==> src/rtl/usb_bitstuff_nrzi_pkg.sv <==
// usb_bitstuff_nrzi_pkg: shared state/line types and line-level decoding for the USB transmit back end
package usb_bitstuff_nrzi_pkg;

    typedef enum logic [2:0] {IDLE, SEND, STUFF, EOP_SE0, EOP_J} tx_state_t;

    typedef enum logic [1:0] {LINE_SE0, LINE_J, LINE_K} line_t;

    // Full speed idles with D+ high, low speed with D- high; SE0 is both low either way.
    function automatic logic [1:0] line_to_dpdm(input line_t l, input logic low_speed);
        return l == LINE_SE0 ? 2'b00 : ((l == LINE_J) ^ low_speed) ? 2'b10 : 2'b01;
    endfunction

endpackage

==> src/rtl/usb_bitstuff_nrzi_if.sv <==
// usb_bitstuff_nrzi_if: serial bit handshake from the packet PISO into the stuffer/encoder
interface usb_bitstuff_nrzi_if;

    logic in_bit;
    logic in_valid;
    logic in_last;
    logic in_ready;

    modport master (output in_bit, output in_valid, output in_last, input in_ready);
    modport slave  (input in_bit, input in_valid, input in_last, output in_ready);

endinterface

==> src/rtl/usb_bitstuff_nrzi_line.sv <==
// usb_bitstuff_nrzi_line: NRZI line-level register driving registered dp/dm
module usb_bitstuff_nrzi_line
    import usb_bitstuff_nrzi_pkg::*;
#(
    parameter bit LOW_SPEED = 1'b0
) (
    input  logic clk,
    input  logic rst_b,
    input  logic toggle,
    input  logic force_se0,
    input  logic force_j,
    output logic dp,
    output logic dm
);

    line_t level;
    line_t level_n;

    // Next level: SE0 and J overrides win, otherwise a toggle flips J/K and anything else holds.
    always_comb level_n = force_se0 ? LINE_SE0 : force_j ? LINE_J :
                          toggle ? (level == LINE_J ? LINE_K : LINE_J) : level;

    // Keep the symbolic level and the decoded pins in step so dp/dm come straight from flops.
    always_ff @(posedge clk or negedge rst_b) begin
        if (!rst_b) begin
            level    <= LINE_J;
            {dp, dm} <= line_to_dpdm(LINE_J, LOW_SPEED);
        end else begin
            level    <= level_n;
            {dp, dm} <= line_to_dpdm(level_n, LOW_SPEED);
        end
    end

endmodule

==> src/rtl/usb_bitstuff_nrzi.sv <==
// usb_bitstuff_nrzi: bit stuffing, NRZI encoding and EOP generation for the USB host transmitter
module usb_bitstuff_nrzi
    import usb_bitstuff_nrzi_pkg::*;
#(
    parameter int unsigned STUFF_LEN      = 6,
    parameter int unsigned EOP_SE0_CYCLES = 2,
    parameter bit          LOW_SPEED      = 1'b0
) (
    input  logic                 clk,
    input  logic                 rst_b,
    usb_bitstuff_nrzi_if.slave   bus,
    output logic                 dp,
    output logic                 dm,
    output logic                 out_en,
    output logic                 busy,
    output logic                 abort
);

    localparam int OW = $clog2(STUFF_LEN + 1);
    localparam int EW = $clog2(EOP_SE0_CYCLES + 1);

    tx_state_t     state;
    logic [OW-1:0] ones;
    logic [OW-1:0] ones_n;
    logic [EW-1:0] eop_cnt;
    logic          stuff_last;
    logic          accept;
    logic          stuff_hit;
    logic          toggle;
    logic          force_se0;
    logic          force_j;
    logic          eop_done;

    assign bus.in_ready = state == IDLE || state == SEND;

    // Line actions for this edge; an abort drives SE0 at once so no phantom bit is held on the wire.
    always_comb begin
        accept    = bus.in_valid && bus.in_ready;
        ones_n    = bus.in_bit ? (state == IDLE ? OW'(1) : ones + OW'(1)) : '0;
        stuff_hit = accept && ones_n == OW'(STUFF_LEN);
        toggle    = (accept && !bus.in_bit) || state == STUFF;
        force_se0 = state == EOP_SE0 || (state == SEND && !bus.in_valid);
        force_j   = state == EOP_J || (state == IDLE && !bus.in_valid);
        eop_done  = eop_cnt + EW'(1) == EW'(EOP_SE0_CYCLES);
    end

    // Packet FSM with ones/EOP counters; out_en and busy describe the level driven after this edge.
    always_ff @(posedge clk or negedge rst_b) begin
        if (!rst_b) begin
            state      <= IDLE;
            ones       <= '0;
            eop_cnt    <= '0;
            stuff_last <= 1'b0;
            out_en     <= 1'b0;
            busy       <= 1'b0;
            abort      <= 1'b0;
        end else begin
            abort <= 1'b0;
            if (accept) begin
                state      <= stuff_hit ? STUFF : bus.in_last ? EOP_SE0 : SEND;
                ones       <= ones_n;
                stuff_last <= bus.in_last;
                out_en     <= 1'b1;
                busy       <= 1'b1;
            end else begin
                case (state)
                    IDLE: begin
                        out_en <= 1'b0;
                        busy   <= 1'b0;
                        ones   <= '0;
                    end
                    SEND: begin
                        state   <= EOP_SE0_CYCLES == 1 ? EOP_J : EOP_SE0;
                        eop_cnt <= EOP_SE0_CYCLES == 1 ? '0 : EW'(1);
                        abort   <= 1'b1;
                    end
                    STUFF: begin
                        state <= stuff_last ? EOP_SE0 : SEND;
                        ones  <= '0;
                    end
                    EOP_SE0: begin
                        state   <= eop_done ? EOP_J : EOP_SE0;
                        eop_cnt <= eop_done ? '0 : eop_cnt + EW'(1);
                    end
                    default: state <= IDLE;
                endcase
            end
        end
    end

    usb_bitstuff_nrzi_line #(.LOW_SPEED(LOW_SPEED)) u_line (
        .clk       (clk),
        .rst_b     (rst_b),
        .toggle    (toggle),
        .force_se0 (force_se0),
        .force_j   (force_j),
        .dp        (dp),
        .dm        (dm)
    );

endmodule

==> src/flat_wrapper.sv <==
// flat-port wrapper written by rule: the top's interface ports become plain ports
module usb_bitstuff_nrzi_flat import usb_bitstuff_nrzi_pkg::*;
#(
    parameter int unsigned STUFF_LEN      = 6,
    parameter int unsigned EOP_SE0_CYCLES = 2,
    parameter bit          LOW_SPEED      = 1'b0
)
  (clk, rst_b, dp, dm, out_en, busy, abort, bus_in_bit, bus_in_valid, bus_in_last, bus_in_ready);
  usb_bitstuff_nrzi_if bus_i ();
  input  logic clk;
  input  logic rst_b;
  output logic dp;
  output logic dm;
  output logic out_en;
  output logic busy;
  output logic abort;
  input wire logic [$bits(bus_i.in_bit)-1:0] bus_in_bit;
  input wire logic [$bits(bus_i.in_valid)-1:0] bus_in_valid;
  input wire logic [$bits(bus_i.in_last)-1:0] bus_in_last;
  output wire logic [$bits(bus_i.in_ready)-1:0] bus_in_ready;
  assign bus_i.in_bit = bus_in_bit;
  assign bus_i.in_valid = bus_in_valid;
  assign bus_i.in_last = bus_in_last;
  assign bus_in_ready = bus_i.in_ready;
  usb_bitstuff_nrzi #(.STUFF_LEN(STUFF_LEN), .EOP_SE0_CYCLES(EOP_SE0_CYCLES), .LOW_SPEED(LOW_SPEED)) u_core (.clk(clk), .rst_b(rst_b), .bus(bus_i), .dp(dp), .dm(dm), .out_en(out_en), .busy(busy), .abort(abort));
endmodule
==> config.mk <==
export PLATFORM = sky130hd
export DESIGN_NAME = usb_bitstuff_nrzi_flat
export DESIGN_NICKNAME = d
export VERILOG_FILES = /design/src/rtl/usb_bitstuff_nrzi_pkg.sv /design/src/rtl/usb_bitstuff_nrzi_if.sv /design/src/rtl/usb_bitstuff_nrzi_line.sv /design/src/rtl/usb_bitstuff_nrzi.sv /design/src/flat_wrapper.sv
export SDC_FILE = /design/constraint.sdc
export NUM_CORES = 1
export LEC_CHECK = 0
export CORE_UTILIZATION = 51
export DETAILED_ROUTE_END_ITERATION = 16
export GPL_ROUTABILITY_DRIVEN = 0
export PLACE_DENSITY = 0.76
export SETUP_SLACK_MARGIN = 0.5
export SYNTH_ARGS = -nofsm -noshare
export SYNTH_HDL_FRONTEND = slang
export SYNTH_SLANG_ARGS = --single-unit
==> constraint.sdc <==
create_clock -name clk -period 2 [get_ports clk]
set_input_delay 0.4 -clock clk [delete_from_list [all_inputs] [get_ports clk]]
set_output_delay 0.4 -clock clk [all_outputs]
set_load 0.05 [all_outputs]
==> out/qor.yml <==
max-vdd-ir-drop_v: 0.00115
viasPerCell: 5.84
p_per_area_nw_per_um2: 1660
synth_seq_cells: 15
postRouteAntennaNets: 0
final.setup.tns_ps: 0
outcome: "completed"
cp-end-kind: "flip-flop"
finClkSkew_ps: 9.33
cts_tree: "done"
start_util_pct: 56.8
critPathKind: "flip-flop to flip-flop"
grt_max_degree: 16
instances_no_fill: 103
period_needed_ps: 1550
cts.path.max_buffers: 2
setup_viol: 0
drt_wl_total_um: 1570
grt_util_met2_pct: 34.9
syn_inst: 68
yosysUniqueCellTypes: 36
drtIter0Drc: 15
cts.sinks: 15
r2r_setup_slack_ps: 450
ys_warn_count: 0
cts-root-buf: "clkbuf_4"
io_buffer_count: 10
path_max_fanout: 7
die_x_um: 40.5
grt_pass1_wl_um: 2160
grt_busiest_layer: "met2"
slew_violations: 0
first_global_vias: 523
whs_ps: 497
synth-edff-count: 0
tightest_slew_ps: 636
cts.htree.levels: 1
antenna_found_initial: 0
wire_per_inst_um: 15.3
syn_area_um2: 757
worstSetupStartpointType: "flip-flop"
via_count: 602
yosysSeqAreaShare_pct: 49.9
dp_hpwl_um: 988
power_mw: 1.67
worst_ep_required_time_ps: 2200
clkTransAtPathRegs_ps: 90
io_pins: 11
globalRouteMet3Util_pct: 5.00
core-area_um2: 1330
dp_cells: 93
finish.utilization_pct: 75.8
fmax_mhz: 647
rsz0062_at_grt: "yes"
drtPass1Iterations: 4
p_leak_nw: 0.440
area_growth_pct: 33.6
n_antenna_cell: 0
max_slew_margin_pct: 57.4
use_met1_pct: 24.1
clk-insertion-delay-late_ps: 290
die_y_um: 40.5
num-fill-cells: 92
final_nets: 95
final_layout_size_suffix_gt1_share_pct: 40.9
grt_use_total_pct: 20.3
drv_cap: 0
syn_avg_cell_area_um2: 11.1
numCtsBuffers: 3
hold_viol_final: 0
async_flop_share_pct: 100
dieArea_um2: 1640
min_period_over_period_pct: 77.3
num_rows: 13
drc: 0
min_path_type: "primary input to async pin"
synth_nets: 74
grt.overflow.total: 0
ys.flop_type: "dfrtp_1"
arrival_ps: 1740
-- synthesized netlist by cell type (2+ instances only) --
cell	number	area, µm²
dfrtp_1	13	325
nand2_1	4	15.0
nor2_1	4	15.0
a21oi_1	3	15.0
nand2b_1	3	18.8
a211o_1	2	17.5
a211oi_1	2	15.0
a21boi_0	2	15.0
a221oi_1	2	17.5
and4b_1	2	20.0
buf_2	2	10.0
dfstp_2	2	52.6
nand3b_1	2	15.0
nor2b_1	2	12.5
nor4b_1	2	17.5
-- final timing paths --
path | cells past startpoint | end | from
min in group clk | 1 | u_core.stuff_last$_DFFE_PN0P_ | u_core.stuff_last$_DFFE_PN0P_
worst min register to register | 1 | u_core.stuff_last$_DFFE_PN0P_ | u_core.stuff_last$_DFFE_PN0P_
worst min-delay path | 1 | u_core.u_line.level[1]$_DFF_PN0_ | rst_b
worst max register to register | 3 | u_core.u_line.dm$_DFF_PN0_ | u_core.state[1]$_DFFE_PN0P_
max in group asynchronous | 1 | u_core.state[1]$_DFFE_PN0P_ | rst_b
worst max-delay path | 3 | u_core.u_line.dm$_DFF_PN0_ | u_core.state[1]$_DFFE_PN0P_
-- critical path, stage by stage (launching register included) --
cell      delay (ps)
dfrtp_2          470
or4b_4           550
a21bo_1          220
a221oi_2         240
-- layer usage --
metal  routed length [µm]  share of wire (%)  up-vias
li1                     -                  -      299
met3                   33                2.1        5
met1                  709                 45      291
met4                   34                2.2        0
met2                  793                 50        7
met5                    0                  0        -
-- power breakdown --
group          internal, mW  total [mW]  switching [mW]
logic                 0.404       0.936           0.532
registers             0.439       0.563           0.125
clock network        0.0775       0.175          0.0976
total                 0.920        1.67           0.754
-- final cells by class --
cell class / count / area [µm²] / area share (%)
flip-flops and latches: 15 / 382 / 37.7
clock buffers: 4 / 26.3 / 2.60
repair buffers: 20 / 174 / 17.2
well taps: 15 / 18.8 / 1.86
multi-input cells: 49 / 410 / 40.6
-- registers in the layout (all words and copies together) (netlist names) --
signal               cells
u_core.u_line.level      2
u_core.u_line.dp         1
u_core.abort             1
u_core.ones              3
u_core.state             3
u_core.u_line.dm         1
u_core.eop_cnt           2
u_core.out_en            1
u_core.stuff_last        1
-- kinds of logic after synthesis --
group           share of synthesized area (%)
simple gates                             24.5
compound gates                           18.5
flops                                    49.9
buf+inv                                  2.81
xor+xnor                                 1.16
mux                                      1.49
fa+ha+maj                                1.65
-- through the flow --
step                      worst slack [ps]  cell area (µm²)
after detailed placement              22.3              887
after CTS                              456              956
after global placement                59.8              887
after floorplan                        572              764
final                                  454             1010
after global routing                   393             1010
-- what timing repair did --
action,in CTS,in global routing
resized for setup,19,8
setup buffers,3,3
gates cloned,0,0
setup endpoints to repair,13,8
pin swaps,2,2
hold buffers,0,0
-- layout by cell type, fill, tap and decap left out, types with 2 or more instances in the layout --
| master | instances |
|---|---|
| a221oi_2 | 2 |
| nor2_1 | 3 |
| clkdlybuf4s15_2 | 4 |
| buf_4 | 10 |
| nand3b_1 | 2 |
| dfrtp_2 | 3 |
| a211oi_2 | 2 |
| dfstp_2 | 2 |
| clkbuf_4 | 3 |
| a211o_1 | 2 |
| nand2b_1 | 3 |
| a21oi_1 | 3 |
| dlygate4sd2_1 | 2 |
| clkdlybuf4s50_1 | 2 |
| nand2_1 | 4 |
| and4b_1 | 2 |
| dfrtp_1 | 10 |
| a21boi_0 | 2 |
Note: power is estimated with default switching activity, not from simulation.
==> edit (same flow settings) <==
Make the reset (`rst_b`) synchronous in 2 clocked blocks.
--- a/src/rtl/usb_bitstuff_nrzi_line.sv
+++ b/src/rtl/usb_bitstuff_nrzi_line.sv
@@ -22,5 +22,5 @@
 
     // Keep the symbolic level and the decoded pins in step so dp/dm come straight from flops.
-    always_ff @(posedge clk or negedge rst_b) begin
+    always_ff @(posedge clk) begin
         if (!rst_b) begin
             level    <= LINE_J;
--- a/src/rtl/usb_bitstuff_nrzi.sv
+++ b/src/rtl/usb_bitstuff_nrzi.sv
@@ -46,5 +46,5 @@
 
     // Packet FSM with ones/EOP counters; out_en and busy describe the level driven after this edge.
-    always_ff @(posedge clk or negedge rst_b) begin
+    always_ff @(posedge clk) begin
         if (!rst_b) begin
             state      <= IDLE;
Formal check against the unedited RTL: differs if rst_b is asserted again (counterexample within 4 cycles, from zero or initial values and one cycle with rst_b low); with rst_b held inactive, the same outputs for 10 cycles.
==> edit against the unedited design <==
- worst hold slack got worse by 0.042 ns
- register-to-register slack improved by 0.13 ns
- wire length increased by 2.3%
- cell area decreased by 11%
- non-clock buffer count decreased by 6
- sequential cell count unchanged
- area after synthesis decreased by 2.1%
- first-iteration DRC count decreased by 13%
- setup slack improved by 0.088 ns
- critical endpoint is now bus_in_ready
- critical path depth decreased by 1
Power is not compared: it rests on default switching activity, and its combinational part moved more than twofold at a synthesized area within 25%.
==> edit: results (changes against the unedited design) <==
- Met3 wire length: 92 um (was 33 um)
- Worst slew margin: 70.4% (was 57.4%)
- Multi-input logic area: 398 um^2 (was 410 um^2)
- Netlist cell types: 35 (was 36)
- HP Class: reg -> reg (was in -> async)
- Synth Instances: 83 (was 68)
- WL met2: 763 um (was 793 um)
- Worst hold-check slack: 0.455 ns (was 0.497 ns)
- Commonest cells in the synthesized netlist: dfxtp_1, a21oi_1, nand2_1 (was dfrtp_1, nand2_1, nor2_1)
- M1 wire length: 708 um (was 709 um)
- GRT Overall Usage: 23.6% (was 20.3%)
- Largest net degree at the start of global routing: 13 (was 16)
- Status: complete, no violations (unchanged)
- Post-detail-place hpwl: 1.12 mm (was 988 um)
- Number of global-route vias before repair: 533 (was 523)
- Layout cells sized above 1: 26.3% (was 40.9%)
- Post-synth ARST share: 0% (was 100%)
- Area after DPL: 852 um^2 (was 887 um^2)
- Synth Net Count: 89 (was 74)
- First-pass GRT wire length: 2.38 mm (was 2.16 mm)
- Nets: 102 (was 95)
- CP Data Arrival Time: 1.06 ns (was 1.74 ns)
- Worst Skew: 0.00798 ns (was 0.00933 ns)
- R2r startpoint: u_core.state[0] (was u_core.state[1])
- R2r setup slk: 0.58 ns (was 0.45 ns)
- DR vias: 663 (was 602)
- Wirelength per Cell: 14.6 um (was 15.3 um)
- Non-filler cells in the finished layout: 110 (was 103)
- Worst Path Max Fanout: 11 (was 7)
- Fillers: 119 (was 92)
- Area contributors post-synth: dfxtp_1, a21oi_1, nand2_1 (was dfrtp_1, dfstp_2, and4b_1)
- Cell count of the worst reg-to-reg path: 4 (was 3)
- Initial DRC count: 13 (was 15)
[edit: layout make-up]
cell class | count | area share (%)
multi-input cells | 58 | 44.3
inverters | 4 | 1.67
clock inverters | 1 | 0.557
clock buffers | 3 | 2.51
flip-flops and latches | 15 | 34.1
repair buffers | 14 | 14.8
well taps | 15 | 2.09
[edit: critical path, cell delays in order (launching register included)]
cell     delay [ns]
dfxtp_2        0.41
nor2_4         0.18
buf_6          0.17
[edit: timing repair]
item	4_1_cts	5_1_grt
setup buffers	0	1
resized for setup	17	5
setup endpoints to repair	11	6
pin swaps	0	1
[edit: cell families (layout without fill, tap and decap cells)]
family	Yosys count	in the layout	synth area share (%)
simple gates	32	32	24.0
fa+ha+maj	1	1	1.69
flops	15	15	40.5
compound gates	21	21	22.0
xor+xnor	2	2	2.37
buf+inv	10	22	6.76
mux	2	2	2.70
[edit: worst max-delay path by stage]
stage / startpoint / end / slack (ns) / depth (start not counted)
floorplan: bus_in_valid / u_core.u_line.dm / 0.56 / 5
global placement: bus_in_valid / u_core.u_line.level[0] / 0.19 / 5
detailed placement: bus_in_valid / u_core.u_line.dm / 0.14 / 5
CTS: u_core.u_line.dp / dp / 0.50 / 1
global route: u_core.state[2] / bus_in_ready / 0.51 / 2
finish: u_core.state[2] / bus_in_ready / 0.54 / 2
[edit: layer usage]
layer  global-route usage, %  vias up
met3                    5.00        4
met1                    28.1      314
met5                       0        -
li1                        -      322
met2                    37.5       23
met4                    16.4        0
[edit: power by group through the flow]
stage	clock network (mW)	logic [mW]	registers, mW
2_1_floorplan	0	0.122	0.366
3_3_place_gp	0	0.181	0.348
3_5_place_dp	0	0.183	0.349
4_1_cts	0.185	0.180	0.342
5_1_grt	0.195	0.192	0.347
6_report	0.179	0.180	0.343
